**src/rtl/j1_irq_ctrl_if.sv**
```systemverilog
// j1_irq_ctrl_if: J1 I/O bus as seen by one memory-mapped peripheral.
// Latency: none, plain wires; read data is combinational in the peripheral.
// Backpressure: none, the J1 bus has no wait states.
interface j1_irq_ctrl_if;
    logic        rd;
    logic        wr;
    logic [15:0] addr;
    logic [15:0] dout;
    logic [15:0] din;
    logic        sel;

    // CPU side drives strobes, address and write data
    modport master (output rd, wr, addr, dout, input din, sel);
    // Peripheral side returns read data and its address-hit flag
    modport slave  (input rd, wr, addr, dout, output din, sel);
endinterface

```
**src/rtl/j1_irq_ctrl.sv**
```systemverilog
// j1_irq_ctrl: edge-capturing, masked, lowest-index-first interrupt controller on the J1 I/O bus.
// Latency: event sampled at edge e0 -> pending after e2 -> int_req pulse after e3; io_din combinational.
// Backpressure: none on the bus; after a pulse, further requests wait for an EOI write plus one gap cycle.
// Optional periodic timer on source 0 is compiled in with `define J1_IRQ_TIMER_EN.
module j1_irq_ctrl #(
    parameter int          NSRC      = 8,
    parameter logic [15:0] BASE_ADDR = 16'hC000
) (
    input  logic            sys_clk_i,
    input  logic            sys_rst_i,
    input  logic [NSRC-1:0] irq_src,
    j1_irq_ctrl_if.slave    io,
    output logic            int_req
);

    localparam logic [1:0] ST_IDLE = 2'd0;
    localparam logic [1:0] ST_FIRE = 2'd1;
    localparam logic [1:0] ST_WAIT = 2'd2;
    localparam logic [1:0] ST_GAP  = 2'd3;

    logic [NSRC-1:0] sync1, sync2, prev, rise;
    logic [NSRC-1:0] pending, mask, eoi_clr, active;
    logic            gie;
    logic [1:0]      state;
    logic [3:0]      vector, first_idx;
    logic            sel, wr_hit, eoi_wr, in_service, tmr_evt;
    logic [2:0]      offset;
    logic [15:0]     rd_data;

    assign sel        = (io.addr[15:4] == BASE_ADDR[15:4]);
    assign offset     = io.addr[3:1];
    assign wr_hit     = io.wr & sel;
    assign eoi_wr     = wr_hit && (offset == 3'd2);
    assign eoi_clr    = eoi_wr ? io.dout[NSRC-1:0] : '0;
    assign active     = pending & mask;
    assign in_service = (state == ST_FIRE) || (state == ST_WAIT);

    // Reads are side-effect free and io_din is decoded from the address alone,
    // so the read strobe and the byte-address bit carry no information here.
    logic unused_bits;
    assign unused_bits = ^{io.rd, io.addr[0], io.dout};

`ifdef J1_IRQ_TIMER_EN
    logic [15:0] tmr_reload, tmr_count;

    // A zero reload parks the counter; at zero it reloads and flags one event.
    assign tmr_evt = (tmr_reload != 16'd0) && (tmr_count == 16'd0);

    // Periodic down-counter; writing the reload value restarts the period.
    always_ff @(posedge sys_clk_i or posedge sys_rst_i) begin
        if (sys_rst_i) begin
            tmr_reload <= 16'd0;
            tmr_count  <= 16'd0;
        end else if (wr_hit && (offset == 3'd5)) begin
            tmr_reload <= io.dout;
            tmr_count  <= io.dout;
        end else if (tmr_reload != 16'd0) begin
            tmr_count <= (tmr_count == 16'd0) ? tmr_reload : tmr_count - 16'd1;
        end
    end
`else
    assign tmr_evt = 1'b0;
`endif

    // Rising-edge detect after the synchroniser; the timer event is already synchronous.
    always_comb begin
        rise    = sync2 & ~prev;
        rise[0] = rise[0] | tmr_evt;
    end

    // Lowest enabled pending index wins.
    always_comb begin
        first_idx = 4'd0;
        for (int i = NSRC - 1; i >= 0; i--) begin
            if (active[i]) first_idx = 4'(i);
        end
    end

    // Synchronise sources and latch events; a new edge beats a same-cycle EOI clear.
    always_ff @(posedge sys_clk_i or posedge sys_rst_i) begin
        if (sys_rst_i) begin
            sync1   <= '0;
            sync2   <= '0;
            prev    <= '0;
            pending <= '0;
        end else begin
            sync1   <= irq_src;
            sync2   <= sync1;
            prev    <= sync2;
            pending <= (pending & ~eoi_clr) | rise;
        end
    end

    // Firmware-writable mask and global enable.
    always_ff @(posedge sys_clk_i or posedge sys_rst_i) begin
        if (sys_rst_i) begin
            mask <= '0;
            gie  <= 1'b0;
        end else begin
            if (wr_hit && (offset == 3'd1)) mask <= io.dout[NSRC-1:0];
            if (wr_hit && (offset == 3'd4)) gie  <= io.dout[0];
        end
    end

    // Service sequencer: one-cycle request, hold until EOI, then a guaranteed idle gap.
    always_ff @(posedge sys_clk_i or posedge sys_rst_i) begin
        if (sys_rst_i) begin
            state   <= ST_IDLE;
            int_req <= 1'b0;
            vector  <= 4'd0;
        end else begin
            int_req <= 1'b0;
            case (state)
                ST_IDLE: begin
                    if (gie && (|active)) begin
                        vector  <= first_idx;
                        int_req <= 1'b1;
                        state   <= ST_FIRE;
                    end
                end
                ST_FIRE: state <= ST_WAIT;
                ST_WAIT: if (eoi_wr) state <= ST_GAP;
                ST_GAP:  state <= ST_IDLE;
                default: state <= ST_IDLE;
            endcase
        end
    end

    // Register read mux; unmapped, write-only and compiled-out offsets read zero.
    always_comb begin
        rd_data = 16'h0000;
        case (offset)
            3'd0: rd_data[NSRC-1:0] = pending;
            3'd1: rd_data[NSRC-1:0] = mask;
            3'd3: begin
                rd_data[15]  = in_service;
                rd_data[3:0] = vector;
            end
            3'd4: rd_data[0] = gie;
`ifdef J1_IRQ_TIMER_EN
            3'd5: rd_data = tmr_reload;
            3'd6: rd_data = tmr_count;
`endif
            default: rd_data = 16'h0000;
        endcase
    end

    assign io.din = sel ? rd_data : 16'h0000;
    assign io.sel = sel;

endmodule
```
**src/flat_wrapper.sv**
```systemverilog
// flat-port wrapper written by rule: the top's interface ports become plain ports
module j1_irq_ctrl_flat 
#(
    parameter int          NSRC      = 8,
    parameter logic [15:0] BASE_ADDR = 16'hC000
)
  (sys_clk_i, sys_rst_i, irq_src, int_req, io_rd, io_wr, io_addr, io_dout, io_din, io_sel);
  j1_irq_ctrl_if io_i ();
  input  logic sys_clk_i;
  input  logic sys_rst_i;
  input  logic [NSRC-1:0] irq_src;
  output logic int_req;
  input wire logic [$bits(io_i.rd)-1:0] io_rd;
  input wire logic [$bits(io_i.wr)-1:0] io_wr;
  input wire logic [$bits(io_i.addr)-1:0] io_addr;
  input wire logic [$bits(io_i.dout)-1:0] io_dout;
  output wire logic [$bits(io_i.din)-1:0] io_din;
  output wire logic [$bits(io_i.sel)-1:0] io_sel;
  assign io_i.rd = io_rd;
  assign io_i.wr = io_wr;
  assign io_i.addr = io_addr;
  assign io_i.dout = io_dout;
  assign io_din = io_i.din;
  assign io_sel = io_i.sel;
  j1_irq_ctrl #(.NSRC(NSRC), .BASE_ADDR(BASE_ADDR)) u_core (.sys_clk_i(sys_clk_i), .sys_rst_i(sys_rst_i), .irq_src(irq_src), .io(io_i), .int_req(int_req));
endmodule
```
**config.mk**
```make
export PLATFORM = sky130hd
export DESIGN_NAME = j1_irq_ctrl_flat
export DESIGN_NICKNAME = d
export VERILOG_FILES = /design/src/rtl/j1_irq_ctrl_if.sv /design/src/rtl/j1_irq_ctrl.sv /design/src/flat_wrapper.sv
export SDC_FILE = /design/constraint.sdc
export NUM_CORES = 1
export LEC_CHECK = 0
export ABC_AREA = 1
export CELL_PAD_IN_SITES_DETAIL_PLACEMENT = 0
export CELL_PAD_IN_SITES_GLOBAL_PLACEMENT = 2
export CORE_ASPECT_RATIO = 0.6
export CORE_MARGIN = 4
export CORE_UTILIZATION = 29
export DETAILED_ROUTE_END_ITERATION = 10
export GPL_ROUTABILITY_DRIVEN = 0
export PLACE_DENSITY_LB_ADDON = 0.1
export SETUP_SLACK_MARGIN = 0.02
export SLEW_MARGIN = 10
export SYNTH_ARGS = -nofsm -noshare
export SYNTH_HDL_FRONTEND = slang
export SYNTH_SLANG_ARGS = --single-unit
```
**constraint.sdc**
```tcl
create_clock -name sys_clk_i -period 4.3 [get_ports sys_clk_i]
set_clock_uncertainty 0.05 [all_clocks]
set_input_delay 0.645 -clock sys_clk_i [delete_from_list [all_inputs] [get_ports sys_clk_i]]
set_output_delay 0.645 -clock sys_clk_i [all_outputs]
set_load 0.03 [all_outputs]
```
==> flow_results.org <==
** Power
- In this run the power density over the cells is about 370 mW/mm².
- Largest vdd supply drop :: 0.193 mV
- Static leakage :: 1.27 nW

** Run
- Max Cap Viol :: 0

** Global routing
- Global routing used about an eighth of the available tracks.
- Global-route wire length before repair :: 7.54 mm
- Largest net degree at the start of global routing :: 48
- Initial antenna violation count :: 0
- Summed over all layers, the global routing overflow is 0.
- Vias in the first global route :: 1,489

** Timing
- Static timing analysis puts the maximum clock frequency at about 290 MHz.
- In the final timing run, aggregate negative setup slack is 0 ps.
- At the pin with the least slew margin, the transition time is about 960 ps.
- Final Critical Period :: 3480 ps
- Unrepaired setup endpoints after global routing :: false
- Setup violators final :: 0
- The hold violation count in the final report is 0.
- Relative slew slack :: 36.0%
- The final max-slew violation count was 0.
- Share of the clock period used by the worst path :: about four fifths

** Setup path
- Data on the critical path arrives at its endpoint at 2790 ps.
- Max stage delay cell, worst path :: sky130_fd_sc_hd__clkdlybuf4s50_1
- STA classifies the critical path startpoint as an input pin.
- Traced cell by cell, the critical path runs through clkdlybuf4s50_1, nand2_1, and2b_1, nand2_4, inv_1, o21ai_0, a31oi_1, clkdlybuf4s50_1.
- Maximum fanout encountered on the critical timing path :: 8
- The largest single stage delay on the critical path is 720 ps.
- Data on the critical path is required at its endpoint by 3610 ps.
- Cell seen most often among critical-path stages :: sky130_fd_sc_hd__clkdlybuf4s50_1
- Class of the most critical setup path :: in2out
- The worst setup path is captured at an output port.

** Worst hold path
- Worst Hold Class :: reg2reg

** Route
- In the routed design, unresolved DRC markers number 0.
- Number of antenna-violating nets in the routed design :: 0
- Avg WL per Cell :: roughly 12 µm
- The first detailed-routing pass ran for 4 iterations.
- After detailed routing, the number of vias per cell comes to 4.16.
- Across all layers, the routed design uses ~1,500 vias.
- Total Routed Length :: 4.46 mm
- For this block, the initial DRC count from the detailed router was 83.

** Final layout
- Measured on the finished design, the core utilization comes to 40.0%.
- Total non-filler cell area in the finished layout :: 0.00270 mm²
- The post-route netlist has 9.82% of its cells at a drive strength greater than 1.
- Area added between synthesis and finish :: 32.0%
- The number of antenna diodes in the final layout is 0.
- At the end of the flow, the number of nets in the layout was 321.

** Clock network
- No sink is reached through more buffers than the 2 on the longest clock path.
- Reg clk slew, reported paths :: approximately 60 ps
- Post-cts repair resize count :: 0
- Number of buffers inserted during clock tree synthesis :: 5
- CTS Hold Bufs :: 0
- In this run the number of H-tree levels came out at 2.
- Insertion delay of the later-clocked pin in the worst-skew pair :: between 200 and 300 ps
- Cell at the root of the clock tree :: sky130_fd_sc_hd__clkbuf_16
- CTS tree :: built
- Count of clock tree sinks :: between 40 and 50
- In this run the post-CTS setup repair buffer count came out at 0.

** Synthesis
- The largest total area in the synthesized netlist belongs to sky130_fd_sc_hd__dfrtp_1.
- Top_reg_cell synth :: sky130_fd_sc_hd__dfrtp_1
- For this run, the register share of the synthesized area comes to 57.5%.
- In this run the mean area of a mapped cell was 9.10 µm².
- Area fraction of the dominant cell type after synthesis :: 57.5%
- After synthesis the cells add up to 0.00205 mm².
- The synthesized design contains 47 register bits.
- Cells after synthesis :: approximately 230
- In the synthesized netlist the async set-or-reset flop fraction comes to 100%.
- Number of flops mapped to enable cells by yosys :: 0
- Leading cell types by total area after synthesis :: sky130_fd_sc_hd__dfrtp_1 (57%), sky130_fd_sc_hd__nand2_1 (14%), sky130_fd_sc_hd__inv_1 (5.0%)
- Distinct cell type count after synthesis :: 26
- Top cells by count, synth :: sky130_fd_sc_hd__nand2_1 (77), sky130_fd_sc_hd__dfrtp_1 (47), sky130_fd_sc_hd__inv_1 (27)
- During synthesis, Yosys emitted a total of 0 warnings.
- Among all cell types in the netlist, the one instantiated most often is sky130_fd_sc_hd__nand2_1.

** Floorplanning
- 62 I/O pins were placed.
- The core region is 0.00676 mm².
- In this run the horizontal extent of the chip is 116 µm.
- In this run the core area contains 23 standard-cell rows.
- The initial utilization of the core area, before any placement, comes to 30.3%.
- From bottom edge to top edge, the die measures roughly 73 µm.
- The floorplan step defined a die boundary enclosing 0.00851 mm².

** Outcome
- Result of the run :: completed

** Place
- Count of buffers inserted at the top-level ports :: 44
- Total half-perimeter wirelength after legalization and detailed placement :: 3.28 mm
- Summing all placed instances gives a cell area of 0.00255 mm².
sequential cells by signal (all words and copies together), names as in the netlist:
signal and count:
u_core.sync1 8, u_core.mask 8, u_core.pending 8, u_core.gie 1
u_core.vector 3, u_core.sync2 8, u_core.state 2, u_core.int_req 1
u_core.prev 8
per-layer routing:
layer	share of wire, %	routed length [µm]	global-route usage (%)	vias up
met5	0	0	0	-
met4	0.81	36	3.09	0
met3	8.8	393	3.89	4
met2	36	1610	15.1	51
met1	54	2420	18.2	667
li1	-	-	-	784
power by group:
group          internal, mW  total [mW]  switching [mW]
logic                0.0625       0.139          0.0761
registers             0.464       0.474          0.0102
clock network         0.218       0.388           0.171
through the flow:
step	power (mW)	setup WS, ps	hold WS, ps	cells
2_1_floorplan	0.574	1600	281	231
3_3_place_gp	0.623	784	282	354
3_5_place_dp	0.623	838	286	354
4_1_cts	1.01	797	301	362
5_1_grt	1.06	663	305	362
6_report	1.00	817	298	362
final timing paths:
path / start / endpoint / slack, ps / cells after the start
setup / recovery: io_addr[14] / io_din[1] / 820 / 8
hold / removal: u_core.sync1[6]$_DFF_PP0_ / u_core.sync2[6]$_DFF_PP0_ / 300 / 0
setup reg to reg: u_core.mask[0]$_DFFE_PP0P_ / u_core.vector[0]$_DFFE_PP0P_ / 2930 / 8
hold reg to reg: u_core.sync1[6]$_DFF_PP0_ / u_core.sync2[6]$_DFF_PP0_ / 300 / 0
max in group asynchronous: sys_rst_i / u_core.state[1]$_DFFE_PP0P_ / 2750 / 2
min in group asynchronous: sys_rst_i / u_core.sync1[7]$_DFF_PP0_ / 850 / 2
cell usage in the layout, fill, tap and decap left out:
cell type                         synthesis  layout
sky130_fd_sc_hd__o21bai_1                 1       1
sky130_fd_sc_hd__nand3_1                  7       7
sky130_fd_sc_hd__nor2_4                   2       2
sky130_fd_sc_hd__dfrtp_1                 47      47
sky130_fd_sc_hd__o21ai_2                  8       8
sky130_fd_sc_hd__clkdlybuf4s50_1          0      44
sky130_fd_sc_hd__and2b_1                  1       1
sky130_fd_sc_hd__nand2_2                  2       2
sky130_fd_sc_hd__nor2_2                   1       1
sky130_fd_sc_hd__clkinv_2                 0       1
sky130_fd_sc_hd__clkinv_1                 1       1
sky130_fd_sc_hd__nor3b_1                  1       1
sky130_fd_sc_hd__a21oi_1                  8       8
sky130_fd_sc_hd__nor3_1                   1       1
sky130_fd_sc_hd__a31oi_1                  1       1
sky130_fd_sc_hd__nand2_4                  2       2
sky130_fd_sc_hd__a41oi_1                  1       1
sky130_fd_sc_hd__clkbuf_16                0       5
sky130_fd_sc_hd__o21ai_0                 12      12
sky130_fd_sc_hd__nand2_1                 77      77
sky130_fd_sc_hd__inv_1                   27      26
sky130_fd_sc_hd__inv_2                    1       2
sky130_fd_sc_hd__or2_2                    1       1
sky130_fd_sc_hd__nor2_1                  10      10
sky130_fd_sc_hd__ha_1                     3       3
sky130_fd_sc_hd__conb_1                   1       7
sky130_fd_sc_hd__clkinv_4                 0       1
sky130_fd_sc_hd__nand4_2                  1       1
sky130_fd_sc_hd__inv_6                    0       1
critical path, delay by kind of cell:
kind | cells | cell delay [ps]
compound gates | 2 | 420
buf+inv | 3 | 1280
simple gates | 3 | 440
area by class of cell:
cell class / instances / area, µm²
Timing Repair Buffer: 44 / 440
Fill cell: 683 / 4060
Clock inverter: 3 / 22.5
Clock buffer: 5 / 125
Sequential cell: 47 / 1180
Multi-Input combinational cell: 147 / 721
Tap cell: 87 / 109
Inverter: 29 / 109
cells by family (layout without fill, tap and decap cells):
logic type,count (synthesis),count (layout),synth area share (%)
buffers and inverters,37,81,8.43
adder cells (fa/ha/maj),3,3,1.83
AND/OR/NAND/NOR,106,106,22.7
flip-flops,47,47,57.5
AO/OA/AOI/OAI,31,31,9.41
other,1,7,0.183
Note: power is estimated with default switching activity, not from simulation.
